<file path="config.mk">
export PLATFORM = sky130hd
export DESIGN_NAME = store_stage_receiver
export DESIGN_NICKNAME = d
export VERILOG_FILES = /design/src/rtl/store_stage_receiver_pkg.sv /design/src/rtl/store_stage_receiver_diverge_stack.sv /design/src/rtl/store_stage_receiver.sv
export SDC_FILE = /design/constraint.sdc
export NUM_CORES = 2
export LEC_CHECK = 0
export ABC_CLOCK_PERIOD_IN_PS = 3000
export BUFFER_PORTS_ARGS = -buffer_cell sky130_fd_sc_hd__buf_4
export CORE_AREA = 2 2 393 395
export DETAILED_ROUTE_END_ITERATION = 10
export DIE_AREA = 0 0 395 397
export GPL_TIMING_DRIVEN = 0
export PLACE_DENSITY = 0.57
export SYNTH_ARGS = -nofsm -noshare
export SYNTH_HDL_FRONTEND = slang
export SYNTH_SLANG_ARGS = --single-unit
</file>
<file path="constraint.sdc">
create_clock -name clk -period 3 [get_ports clk]
set_input_delay 0 -clock clk [delete_from_list [all_inputs] [get_ports clk]]
set_output_delay 0 -clock clk [all_outputs]
set_load 0.03 [all_outputs]
</file>
<file path="src/rtl/store_stage_receiver_pkg.sv">
// Shared types for the execute->store bus and the storage stage.
package store_stage_receiver_pkg;

  localparam int unsigned NUMBER_OF_LANES = 8;
  localparam int unsigned LANE_IDX_W      = $clog2(NUMBER_OF_LANES);

  typedef logic [31:0]                    lane_value_t;
  typedef logic [31:0]                    memory_address_t;
  typedef logic [NUMBER_OF_LANES-1:0]     execution_mask_t;
  typedef logic [4:0]                     RegisterID;
  typedef logic [LANE_IDX_W-1:0]          lane_idx_t;
  typedef lane_value_t [NUMBER_OF_LANES-1:0] VectorValue;

  typedef enum logic [2:0] {
    STORAGE_NOP       = 3'd0,
    STORAGE_STORE_REG = 3'd1,
    STORAGE_STORE_MEM = 3'd2,
    STORAGE_JMP       = 3'd3,
    STORAGE_CJMP      = 3'd4
  } StorageStageOpcode;

  typedef struct packed {
    RegisterID       regID;
    VectorValue      value;
    memory_address_t address;
  } ExecStageValue;

  typedef struct packed {
    StorageStageOpcode opcode;
    ExecStageValue     dest;
    ExecStageValue     src;
    execution_mask_t   exec_mask;
    execution_mask_t   execution_flags_true;
    execution_mask_t   execution_flags_false;
    logic              is_store_to_pc;
  } ExecStagePacket;

  typedef struct packed {
    memory_address_t pc;
    execution_mask_t mask;
  } diverge_entry_t;

endpackage

</file>
<file path="src/rtl/store_stage_receiver_diverge_stack.sv">
// LIFO of pending {PC, exec_mask} for the untaken side of divergent branches.
module store_stage_receiver_diverge_stack
  import store_stage_receiver_pkg::*;
#(
  parameter int unsigned DIVERGE_DEPTH = 4
) (
  input  logic           clk,
  input  logic           reset_n,
  input  logic           i_push,
  input  logic           i_pop,
  input  diverge_entry_t i_entry,
  output diverge_entry_t o_top,
  output logic           o_full,
  output logic           o_empty,
  output logic           o_overflow
);

  localparam int unsigned CntW = $clog2(DIVERGE_DEPTH + 1);
  localparam int unsigned IdxW = (DIVERGE_DEPTH > 1) ? $clog2(DIVERGE_DEPTH) : 1;

  diverge_entry_t r_entries [DIVERGE_DEPTH];
  logic [CntW-1:0] r_count;
  logic            r_overflow;
  logic [IdxW-1:0] w_wr_idx;
  logic [IdxW-1:0] w_top_idx;

  assign o_full     = (r_count == CntW'(DIVERGE_DEPTH));
  assign o_empty    = (r_count == '0);
  assign o_overflow = r_overflow;
  assign w_wr_idx   = IdxW'(r_count);
  assign w_top_idx  = IdxW'(r_count - CntW'(1));
  assign o_top      = r_entries[w_top_idx];

  always_ff @(posedge clk or negedge reset_n) begin
    if (!reset_n) begin
      r_count    <= '0;
      r_overflow <= 1'b0;
      for (int i = 0; i < int'(DIVERGE_DEPTH); i++) r_entries[i] <= '0;
    end else if (i_push) begin
      // A push on a full stack loses the entry; the sticky flag records it.
      if (o_full) begin
        r_overflow <= 1'b1;
      end else begin
        r_entries[w_wr_idx] <= i_entry;
        r_count             <= r_count + CntW'(1);
      end
    end else if (i_pop && !o_empty) begin
      r_count <= r_count - CntW'(1);
    end
  end

endmodule

</file>
<file path="src/rtl/store_stage_receiver.sv">
// Storage stage: takes one packet off the execute->store bus and performs its writeback,
// scatter store, PC update or divergent branch.
module store_stage_receiver
  import store_stage_receiver_pkg::*;
#(
  parameter int unsigned DIVERGE_DEPTH = 4
) (
  input  logic            clk,
  input  logic            reset_n,
  input  logic            bus_is_busy,
  input  ExecStagePacket  bus_data,
  output logic            bus_recv,
  output logic            rf_we,
  output RegisterID       rf_id,
  output VectorValue      rf_value,
  output execution_mask_t rf_mask,
  output logic            mem_req_valid,
  input  logic            mem_req_ready,
  output memory_address_t mem_addr,
  output lane_value_t     mem_data,
  output logic            pc_we,
  output memory_address_t pc_value,
  output execution_mask_t exec_mask_out,
  output logic            stack_overflow,
  output logic            idle
);

  typedef enum logic [1:0] {S_IDLE, S_EXEC, S_MEM} state_t;

  state_t          r_state;
  ExecStagePacket  r_pkt;
  lane_idx_t       r_lane_idx;
  logic            r_bus_recv, r_rf_we, r_mem_req_valid, r_pc_we, r_idle;
  RegisterID       r_rf_id;
  VectorValue      r_rf_value;
  execution_mask_t r_rf_mask, r_exec_mask_out;
  memory_address_t r_mem_addr, r_pc_value;
  lane_value_t     r_mem_data;

  execution_mask_t w_t, w_f, w_above;
  lane_idx_t       w_first_lane, w_next_lane;
  logic            w_is_cjmp, w_push, w_pop, w_stack_empty, w_stack_full;
  diverge_entry_t  w_top, w_push_entry;
  logic            w_unused_regid;

  function automatic lane_idx_t lowest_lane(input execution_mask_t m);
    lowest_lane = '0;
    for (int i = NUMBER_OF_LANES - 1; i >= 0; i--) begin
      if (m[i]) lowest_lane = lane_idx_t'(i);
    end
  endfunction

  assign w_t          = r_pkt.execution_flags_true;
  assign w_f          = r_pkt.execution_flags_false;
  // Set lanes strictly above the lane currently being issued.
  assign w_above      = r_pkt.exec_mask &
                        ~((execution_mask_t'(2) << r_lane_idx) - execution_mask_t'(1));
  assign w_first_lane = lowest_lane(r_pkt.exec_mask);
  assign w_next_lane  = lowest_lane(w_above);
  assign w_is_cjmp    = (r_state == S_EXEC) && (r_pkt.opcode == STORAGE_CJMP);
  assign w_push       = w_is_cjmp && (|w_t) && (|w_f);
  assign w_pop        = w_is_cjmp && !(|w_t) && !(|w_f) && !w_stack_empty;
  assign w_push_entry = '{pc: r_pkt.src.address, mask: w_f};
  assign w_unused_regid = ^{r_pkt.src.regID, w_stack_full};

  store_stage_receiver_diverge_stack #(
    .DIVERGE_DEPTH(DIVERGE_DEPTH)
  ) u_diverge_stack (
    .clk       (clk),
    .reset_n   (reset_n),
    .i_push    (w_push),
    .i_pop     (w_pop),
    .i_entry   (w_push_entry),
    .o_top     (w_top),
    .o_full    (w_stack_full),
    .o_empty   (w_stack_empty),
    .o_overflow(stack_overflow)
  );

  always_ff @(posedge clk or negedge reset_n) begin
    if (!reset_n) begin
      r_state         <= S_IDLE;
      r_pkt           <= '0;
      r_lane_idx      <= '0;
      r_bus_recv      <= 1'b0;
      r_rf_we         <= 1'b0;
      r_rf_id         <= '0;
      r_rf_value      <= '0;
      r_rf_mask       <= '0;
      r_mem_req_valid <= 1'b0;
      r_mem_addr      <= '0;
      r_mem_data      <= '0;
      r_pc_we         <= 1'b0;
      r_pc_value      <= '0;
      r_exec_mask_out <= '0;
      r_idle          <= 1'b0;
    end else begin
      r_bus_recv <= 1'b0;
      r_rf_we    <= 1'b0;
      r_pc_we    <= 1'b0;
      case (r_state)
        S_IDLE: begin
          if (bus_is_busy) begin
            r_bus_recv <= 1'b1;
            r_pkt      <= bus_data;
            r_state    <= S_EXEC;
            r_idle     <= 1'b0;
          end else begin
            r_idle <= 1'b1;
          end
        end
        S_EXEC: begin
          r_state <= S_IDLE;
          r_idle  <= 1'b1;
          case (r_pkt.opcode)
            STORAGE_STORE_REG: begin
              r_rf_we    <= 1'b1;
              r_rf_id    <= r_pkt.dest.regID;
              r_rf_value <= r_pkt.src.value;
              r_rf_mask  <= r_pkt.exec_mask;
              if (r_pkt.is_store_to_pc) begin
                r_pc_we         <= 1'b1;
                r_pc_value      <= r_pkt.src.value[0];
                r_exec_mask_out <= r_pkt.exec_mask;
              end
            end
            STORAGE_STORE_MEM: begin
              if (|r_pkt.exec_mask) begin
                r_lane_idx      <= w_first_lane;
                r_mem_req_valid <= 1'b1;
                r_mem_addr      <= r_pkt.dest.value[w_first_lane];
                r_mem_data      <= r_pkt.src.value[w_first_lane];
                r_state         <= S_MEM;
                r_idle          <= 1'b0;
              end
            end
            STORAGE_JMP: begin
              r_pc_we         <= 1'b1;
              r_pc_value      <= r_pkt.dest.address;
              r_exec_mask_out <= r_pkt.exec_mask;
            end
            STORAGE_CJMP: begin
              if (|w_t) begin
                r_pc_we         <= 1'b1;
                r_pc_value      <= r_pkt.dest.address;
                r_exec_mask_out <= w_t;
              end else if (|w_f) begin
                r_pc_we         <= 1'b1;
                r_pc_value      <= r_pkt.src.address;
                r_exec_mask_out <= w_f;
              end else if (!w_stack_empty) begin
                r_pc_we         <= 1'b1;
                r_pc_value      <= w_top.pc;
                r_exec_mask_out <= w_top.mask;
              end
            end
            default: ;
          endcase
        end
        S_MEM: begin
          if (mem_req_ready) begin
            if (|w_above) begin
              r_lane_idx <= w_next_lane;
              r_mem_addr <= r_pkt.dest.value[w_next_lane];
              r_mem_data <= r_pkt.src.value[w_next_lane];
            end else begin
              r_mem_req_valid <= 1'b0;
              r_state         <= S_IDLE;
              r_idle          <= 1'b1;
            end
          end
        end
        default: r_state <= S_IDLE;
      endcase
    end
  end

  assign bus_recv      = r_bus_recv;
  assign rf_we         = r_rf_we;
  assign rf_id         = r_rf_id;
  assign rf_value      = r_rf_value;
  assign rf_mask       = r_rf_mask;
  assign mem_req_valid = r_mem_req_valid;
  assign mem_addr      = r_mem_addr;
  assign mem_data      = r_mem_data;
  assign pc_we         = r_pc_we;
  assign pc_value      = r_pc_value;
  assign exec_mask_out = r_exec_mask_out;
  assign idle          = r_idle;

endmodule

</file>
Word level (Yosys, flattened, before mapping)
Cells that the tools add are included.
{"block": "totals", "mem_bits_ro": 0, "regBits": 1156, "n_memories": 0, "latchBits": 0, "in_bits": 618, "mem_bits_rw": 0, "out_inout_bits": 379}
{"block": "classes", "n_mux": 85, "order_cmp": 5, "n_eq_ne": 16, "div": 0, "n_reduce_logical": 31, "multipliers": 0, "n_bitwise": 5, "n_shift": 1, "n_addsub": 3}
{"operator": "$mux W32", "n": 16}
{"operator": "$bmux W32 S3", "n": 4}
{"operator": "$bwmux W160", "n": 1}
{"operator": "$pmux W32 S2", "n": 2}
{"operator": "$mux W40", "n": 3}
{"operator": "$pmux W32 S3", "n": 1}
{"operator": "$bmux W40 S2", "n": 1}
{"operator": "$demux W40 S2", "n": 1}
{"operator": "$mux W3", "n": 23}
{"operator": "$mux W8", "n": 4}
{"operator": "$reduce_or A8 Y1", "n": 4}
{"operator": "$pmux W8 S3", "n": 1}
{"operator": "$mux W1", "n": 18}
{"operator": "$ne A2 B2 Y1 const B", "n": 6}
{"operator": "$mux W2", "n": 5}
{"operator": "$reduce_and A2 Y1", "n": 5}
{"operator": "$reduce_and A5 Y1", "n": 2}
{"operator": "$and A8 B8 Y8", "n": 1}
{"operator": "$logic_and A1 B1 Y1", "n": 8}
{"operator": "$lt A3 B4 Y1 const B", "n": 2}
{"operator": "$not A8 Y8", "n": 1}
{"operator": "$shl A2 B3 Y8 const A", "n": 1}
{"operator": "$sub A8 B1 Y8 const B", "n": 1}
{"operator": "$eq A3 B2 Y1 const B", "n": 2}
{"operator": "23 further kinds", "n": 33}

Depth between registers and ports, before layout
{"block": "logic_depth", "word_depth": 17, "depth_mapped": 13}

Modules after synthesis
A second synthesis with hierarchy kept.
{"block": "hier_totals", "cells_unflattened": 3997, "hier_area_um2": 52649.2}
{"module": "store_stage_receiver", "area_each_um2": 45023.2, "instances": 1, "cells_per_inst": 3571, "seq_area_each_um2": 24823.8}
{"module": "store_stage_receiver_diverge_stack", "area_each_um2": 7626.1, "instances": 1, "cells_per_inst": 426, "seq_area_each_um2": 4103.9}

Least setup slack after synthesis
OpenSTA, ideal clock, no wires.
{"block": "synth_path", "path_kind": "reg-to-reg", "start": "register u_diverge_stack.r_count[0]", "end": "register r_exec_mask_out[3] (netlist: exec_mask_out[3])", "path_slack_ps": -47, "stages_incl_launch_ff": 11, "t_arrival_ps": 2907, "required_time_ps": 2860, "n_path_buf": 4, "period_less_slack_ps": 3047, "setup_time_ps": 140, "cell_sequence": "dfrtp_1 -> clkbuf_1 -> buf_1 -> inv_1 -> ha_1 -> clkbuf_1 -> clkbuf_1 -> mux4_2 -> a31o_2 -> a211oi_1 -> o31ai_1"}
{"block": "synth_between", "elab_chain_cells": 9, "word_cells_on_any_way": 12, "classes_between": "add/sub: 1; eq/ne: 1; mux: 7; bitwise: 1; reduce/logical: 2"}
{"item": "from (decl)", "line": "store_stage_receiver_diverge_stack.sv:22", "text": "logic [CntW-1:0] r_count;"}
{"item": "from (signal assigned)", "line": "store_stage_receiver_diverge_stack.sv:45", "text": "r_count <= r_count + CntW'(1);"}
{"item": "from (signal assigned)", "line": "store_stage_receiver_diverge_stack.sv:48", "text": "r_count <= r_count - CntW'(1);"}
{"item": "$sub A3 B1 Y3", "line": "store_stage_receiver_diverge_stack.sv:31", "text": "assign w_top_idx = IdxW'(r_count - CntW'(1));"}
{"item": "via u_diverge_stack.w_top_idx[0]", "line": "store_stage_receiver_diverge_stack.sv:25", "text": "logic [IdxW-1:0] w_top_idx;"}
{"item": "$not A2 Y3 (not written as such)", "line": "store_stage_receiver_diverge_stack.sv:32", "text": "assign o_top = r_entries[w_top_idx];"}
{"item": "$bmux W40 S2", "line": "store_stage_receiver_diverge_stack.sv:32"}
{"item": "$mux W40 (not written as such) (2 in a row)", "line": "store_stage_receiver_diverge_stack.sv:32"}
{"item": "$mux W8", "line": "store_stage_receiver.sv:151", "text": "end else if (!w_stack_empty) begin"}
{"item": "$mux W8", "line": "store_stage_receiver.sv:147", "text": "end else if (|w_f) begin"}
{"item": "$mux W8", "line": "store_stage_receiver.sv:143", "text": "if (|w_t) begin"}
{"item": "$pmux W8 S3", "line": "store_stage_receiver.sv:115", "text": "case (r_pkt.opcode)"}
{"item": "to (signal assigned)", "line": "store_stage_receiver.sv:146", "text": "r_exec_mask_out <= w_t;"}
{"item": "to (signal assigned)", "line": "store_stage_receiver.sv:150", "text": "r_exec_mask_out <= w_f;"}
{"item": "to (signal assigned)", "line": "store_stage_receiver.sv:154", "text": "r_exec_mask_out <= w_top.mask;"}
{"item": "to (decl)", "line": "store_stage_receiver.sv:36", "text": "execution_mask_t r_rf_mask, r_exec_mask_out;"}
The timed path passes the listed nets, and every way through them passes these cells. The select of a mux whose other input is x is not followed.
A chain may end at the register's enable or synchronous reset.

Worst setup path after layout
{"block": "layout_path", "start": "register r_pkt[23] (netlist name)", "end": "register r_mem_data[12] (netlist: mem_data[12])"}
{"block": "layout_between", "elab_chain_cells": 13, "word_cells_on_any_way": 29, "classes_between": "eq/ne: 2; mux: 23; bitwise: 1; reduce/logical: 3"}
{"item": "from (decl)", "line": "store_stage_receiver.sv:31", "text": "ExecStagePacket r_pkt;"}
{"item": "from (signal assigned)", "line": "store_stage_receiver.sv:105", "text": "r_pkt <= bus_data;"}
{"item": "$and A8 B8 Y8", "line": "store_stage_receiver.sv:56", "text": "assign w_above = r_pkt.exec_mask &"}
{"item": "$mux W3 (7 in a row)", "line": "store_stage_receiver.sv:49", "text": "if (m[i]) lowest_lane = lane_idx_t'(i);"}
{"item": "$bmux W32 S3", "line": "store_stage_receiver.sv:165", "text": "r_mem_data <= r_pkt.src.value[w_next_lane];"}
{"item": "$mux W32 (not written as such)", "line": "store_stage_receiver.sv:165"}
{"item": "$mux W32", "line": "store_stage_receiver.sv:162", "text": "if (|w_above) begin"}
{"item": "$mux W32", "line": "store_stage_receiver.sv:161", "text": "if (mem_req_ready) begin"}
{"item": "$pmux W32 S2", "line": "store_stage_receiver.sv:101", "text": "case (r_state)"}
{"item": "to (signal assigned)", "line": "store_stage_receiver.sv:132", "text": "r_mem_data <= r_pkt.src.value[w_first_lane];"}
{"item": "to (signal assigned)", "line": "store_stage_receiver.sv:165"}
{"item": "to (decl)", "line": "store_stage_receiver.sv:38", "text": "lane_value_t r_mem_data;"}
Parallel ways exist; a longest one is shown, timed or not. The select of a mux whose other input is x is not followed.

==> impl_metrics.yaml <==
route:
  finalWirelength_um: 298000
  wire_per_inst_um: 32.1
  drc: 0
  viasPerCell: 5.83
  first_pass_iters: 6
  vias: 54100
  drtIter0Drc: 5575
  antenna_left: 0
synth:
  synth_xor_area_share_pct: 0.0307
  synth_cell_types: 62
  synth_warnings: 0
  synth.area.top_cells: "dfrtp_1 51%, mux2_2 20%, o21ai_0 2.5%"
  netlist_instances: 4965
  synthFlopType: "dfrtp_1"
  synth_edf_count: 0
  ys_seq_area_share_pct: 50.7
  synth-seq-cells: 1156
  ys_top_cells_by_count: "1,156 x dfrtp_1, 1,035 x mux2_2, 376 x nand2_1"
  synth_top_area_share_pct: 50.7
  yosys.cell_count.top_type: "dfrtp_1"
  synth_top_family_by_area: "multiplexers"
  synth_top_area_cell: "dfrtp_1"
  synth_fa_ha_area_share_pct: 0.197
  synthesis.area_um2: 57100
  synth_nets: 5592
  synth_compound_area_share_pct: 14.5
  synthMuxAreaShare_pct: 24.8
  async_flop_share_pct: 100
  synth_simple_gate_area_share_pct: 6.17
  syn_avg_cell_area_um2: 11.5
critical_path:
  worstReg2RegEnd: "mem_data[12]"
  slowest_stage: "a222oi_1"
  critPathArrivalTime_ns: 3.69
  crit_path_max_incr_delay_ns: 0.65
  crit_type: "reg2reg"
  crit_chain: "nand2b_4, a211o_4, buf_6, buf_8, clkbuf_8, nand2_1, o21ai_0, a222oi_1, o221ai_1, o32a_1"
  reg2reg_from: "r_pkt[23]"
  reg2reg_slack_ns: -0.03
  reg2regPathDepth: 10
  start_kind: "register"
  crit_fanout: 10
  required_ns: 3.65
  end_kind: "register"
pwr:
  seqPwrFrac_pct: 29.9
  finalPower_mw: 111
  p_leak_nw: 36.5
  sw_frac_of_total_pct: 48.0
  power-per-cell-area_nw_per_um2: 1320
  power_switching_mw: 53.3
  p_comb_share_pct: 54.4
  ir_drop_mv: 0.761
  power_frac_clock_pct: 15.8
  p_int_mw: 57.7
clocking:
  clk_pin_slew_worst_paths_ns: 0.06
  cts_tree: "yes"
  cts-htree-levels: 4
  numCtsBuffers: 135
  cts.sinks: 1156
  ctsLongestPathBuffers: 3
  cts_root_buf: "clkbuf_16"
  clk_latency_ns: 0.78
run_status:
  violations: "hold timing, setup timing"
  status: "complete, but fails checks"
timing:
  hold_ws_ns: -0.0487
  hold_viol: 8
  setup_viol: 3
  slew_viol_final: 0
  fin_ws_ns: -0.0350
  period_minus_slack_ns: 3.03
  relSlewSlack_pct: 28.6
  rsz0062_at_grt: "yes"
  timing.final.crit_share_pct: 101
  max_freq_mhz: 329
  worst_pin_slew_ns: 1.07
  clock_skew_ns: 0.0308
  setup_tns_ns: -0.0387
finish:
  post-route-util_pct: 54.8
  fill_cells: 13000
  drive_gt1_share_pct: 38.0
  syn2layout_area_growth_pct: 47.0
  nets: 7749
grt:
  grt_max_degree: 167
  antenna_found_initial: 44
  grt-ovfl-total: 0
  grt_pass1_wl_um: 412000
  first_global_vias: 54500
  grt.total_usage_pct: 37.0
floorplan:
  initial_utilization_pct: 37.3
  core.rowCount: 144
  die_y_um: 397
  die_width_um: 395
  ios: 997
  core-area_um2: 153000
  dieArea_um2: 157000
place:
  gp_congestion: 0.968
  pre_cts_slack_ns: -1.57
  portBuffers: 991
  dp_hpwl_um: 225000
min_path:
  hold_path_class: "in2async"
run:
  maxCapViolCount: 0
==> metal layers <==
| metal | vias up | share of wire, % | track usage [%] |
|---|---|---|---|
| li1 | 22800 | - | - |
| met1 | 27800 | 38 | 44.7 |
| met2 | 2728 | 47 | 60.2 |
| met3 | 688 | 8.1 | 9.29 |
| met4 | 34 | 6.7 | 21.0 |
| met5 | - | 0.072 | 0 |
==> metrics by stage <==
stage / instance area, µm² / instances
3_3_place_gp: 67100 / 8000
6_report: 83900 / 9282
2_1_floorplan: 57100 / 4965
3_5_place_dp: 67300 / 8008
5_1_grt: 83900 / 9273
4_1_cts: 83300 / 9263
==> final cells by class <==
type / instances / area [µm²] / share of cell area [%]
sequential: 1156 / 28900 / 34.5
clock buffer: 197 / 3960 / 4.72
timing repair buffer: 2028 / 18000 / 21.4
buffer: 434 / 2500 / 2.98
inverter: 74 / 282 / 0.336
antenna: 15 / 37.5 / 0.0447
multi-input combinational: 3293 / 27000 / 32.1
tap: 2044 / 2560 / 3.05
clock inverter: 41 / 712 / 0.849
==> worst max-delay path, delay by kind of cell (launching register included) <==
kind                   cells  cell delay, ns
AOI/OAI and AO/OA          5            1.62
and+or+nand+nor            2            0.31
buffers and inverters      3            0.50
DFF                        1            0.47
==> state kept, by name (all words and copies together) (netlist names), 32 cells and up <==
name / flops
mem_addr: 32
mem_data: 32
pc_value: 32
r_pkt: 593
rf_value: 256
u_diverge_stack.r_entries: 160
==> how the worst max path moves through the flow <==
| stage | start | to | slack, ns | cells past startpoint |
|---|---|---|---|---|
| after floorplan | u_diverge_stack.r_count[0] | exec_mask_out[3] | 0.21 | 10 |
| after global placement | reset_n | rf_value[179] | -12.59 | 1 |
| after detailed placement | r_state[1] | rf_value[102] | -1.57 | 9 |
| after CTS | r_lane_idx[1] | mem_data[20] | -0.07 | 11 |
| after global routing | r_lane_idx[1] | mem_data[27] | -0.04 | 11 |
| final | r_pkt[23] | mem_data[12] | -0.03 | 10 |
==> power by group through the flow <==
stage	registers (mW)	logic (mW)	clock network [mW]
6_report	33.1	60.4	17.5
5_1_grt	33.7	62.6	18.4
4_1_cts	32.6	58.1	17.7
3_5_place_dp	32.7	54.8	0
3_3_place_gp	32.5	54.2	0
2_1_floorplan	32.9	29.2	0
==> cells in the final DEF, fill, tap and decap left out, drive strengths merged, types with 11 or more instances in the layout <==
| master | count |
|---|---|
| dfrtp | 1156 |
| buf | 1118 |
| mux2 | 1063 |
| dlygate4sd3 | 1009 |
| clkbuf | 531 |
| nand2 | 376 |
| o21ai | 291 |
| nor2 | 262 |
| a21oi | 230 |
| mux2i | 128 |
| nand3 | 115 |
| o22ai | 104 |
| o2bb2ai | 88 |
| inv | 80 |
| a211oi | 67 |
| o221ai | 65 |
| a222oi | 64 |
| nor3 | 57 |
| a31oi | 45 |
| a2bb2oi | 41 |
| mux4 | 40 |
| a41oi | 40 |
| o22a | 40 |
| a221oi | 32 |
| a22o | 25 |
| a211o | 25 |
| o32a | 24 |
| clkinv | 19 |
| diode | 15 |
| bufinv | 11 |
==> kinds of logic (layout without fill, tap and decap cells) <==
| group | after synthesis | count (layout) |
|---|---|---|
| adder cells (fa/ha/maj) | 9 | 9 |
| other | 0 | 15 |
| XOR/XNOR | 2 | 2 |
| AND/OR/NAND/NOR | 846 | 846 |
| flip-flops | 1156 | 1156 |
| AO/OA/AOI/OAI | 1205 | 1205 |
| multiplexers | 1231 | 1231 |
| buffers and inverters | 516 | 2774 |
==> repair_timing <==
action,4_1_cts,5_1_grt
setup endpoints to repair,1104,412
setup buffers,16,4
pin swaps,14,9
gates resized for setup,366,250
hold buffers,1009,0
hold endpoints to repair,939,0
Power figures use the tool's default switching activity.
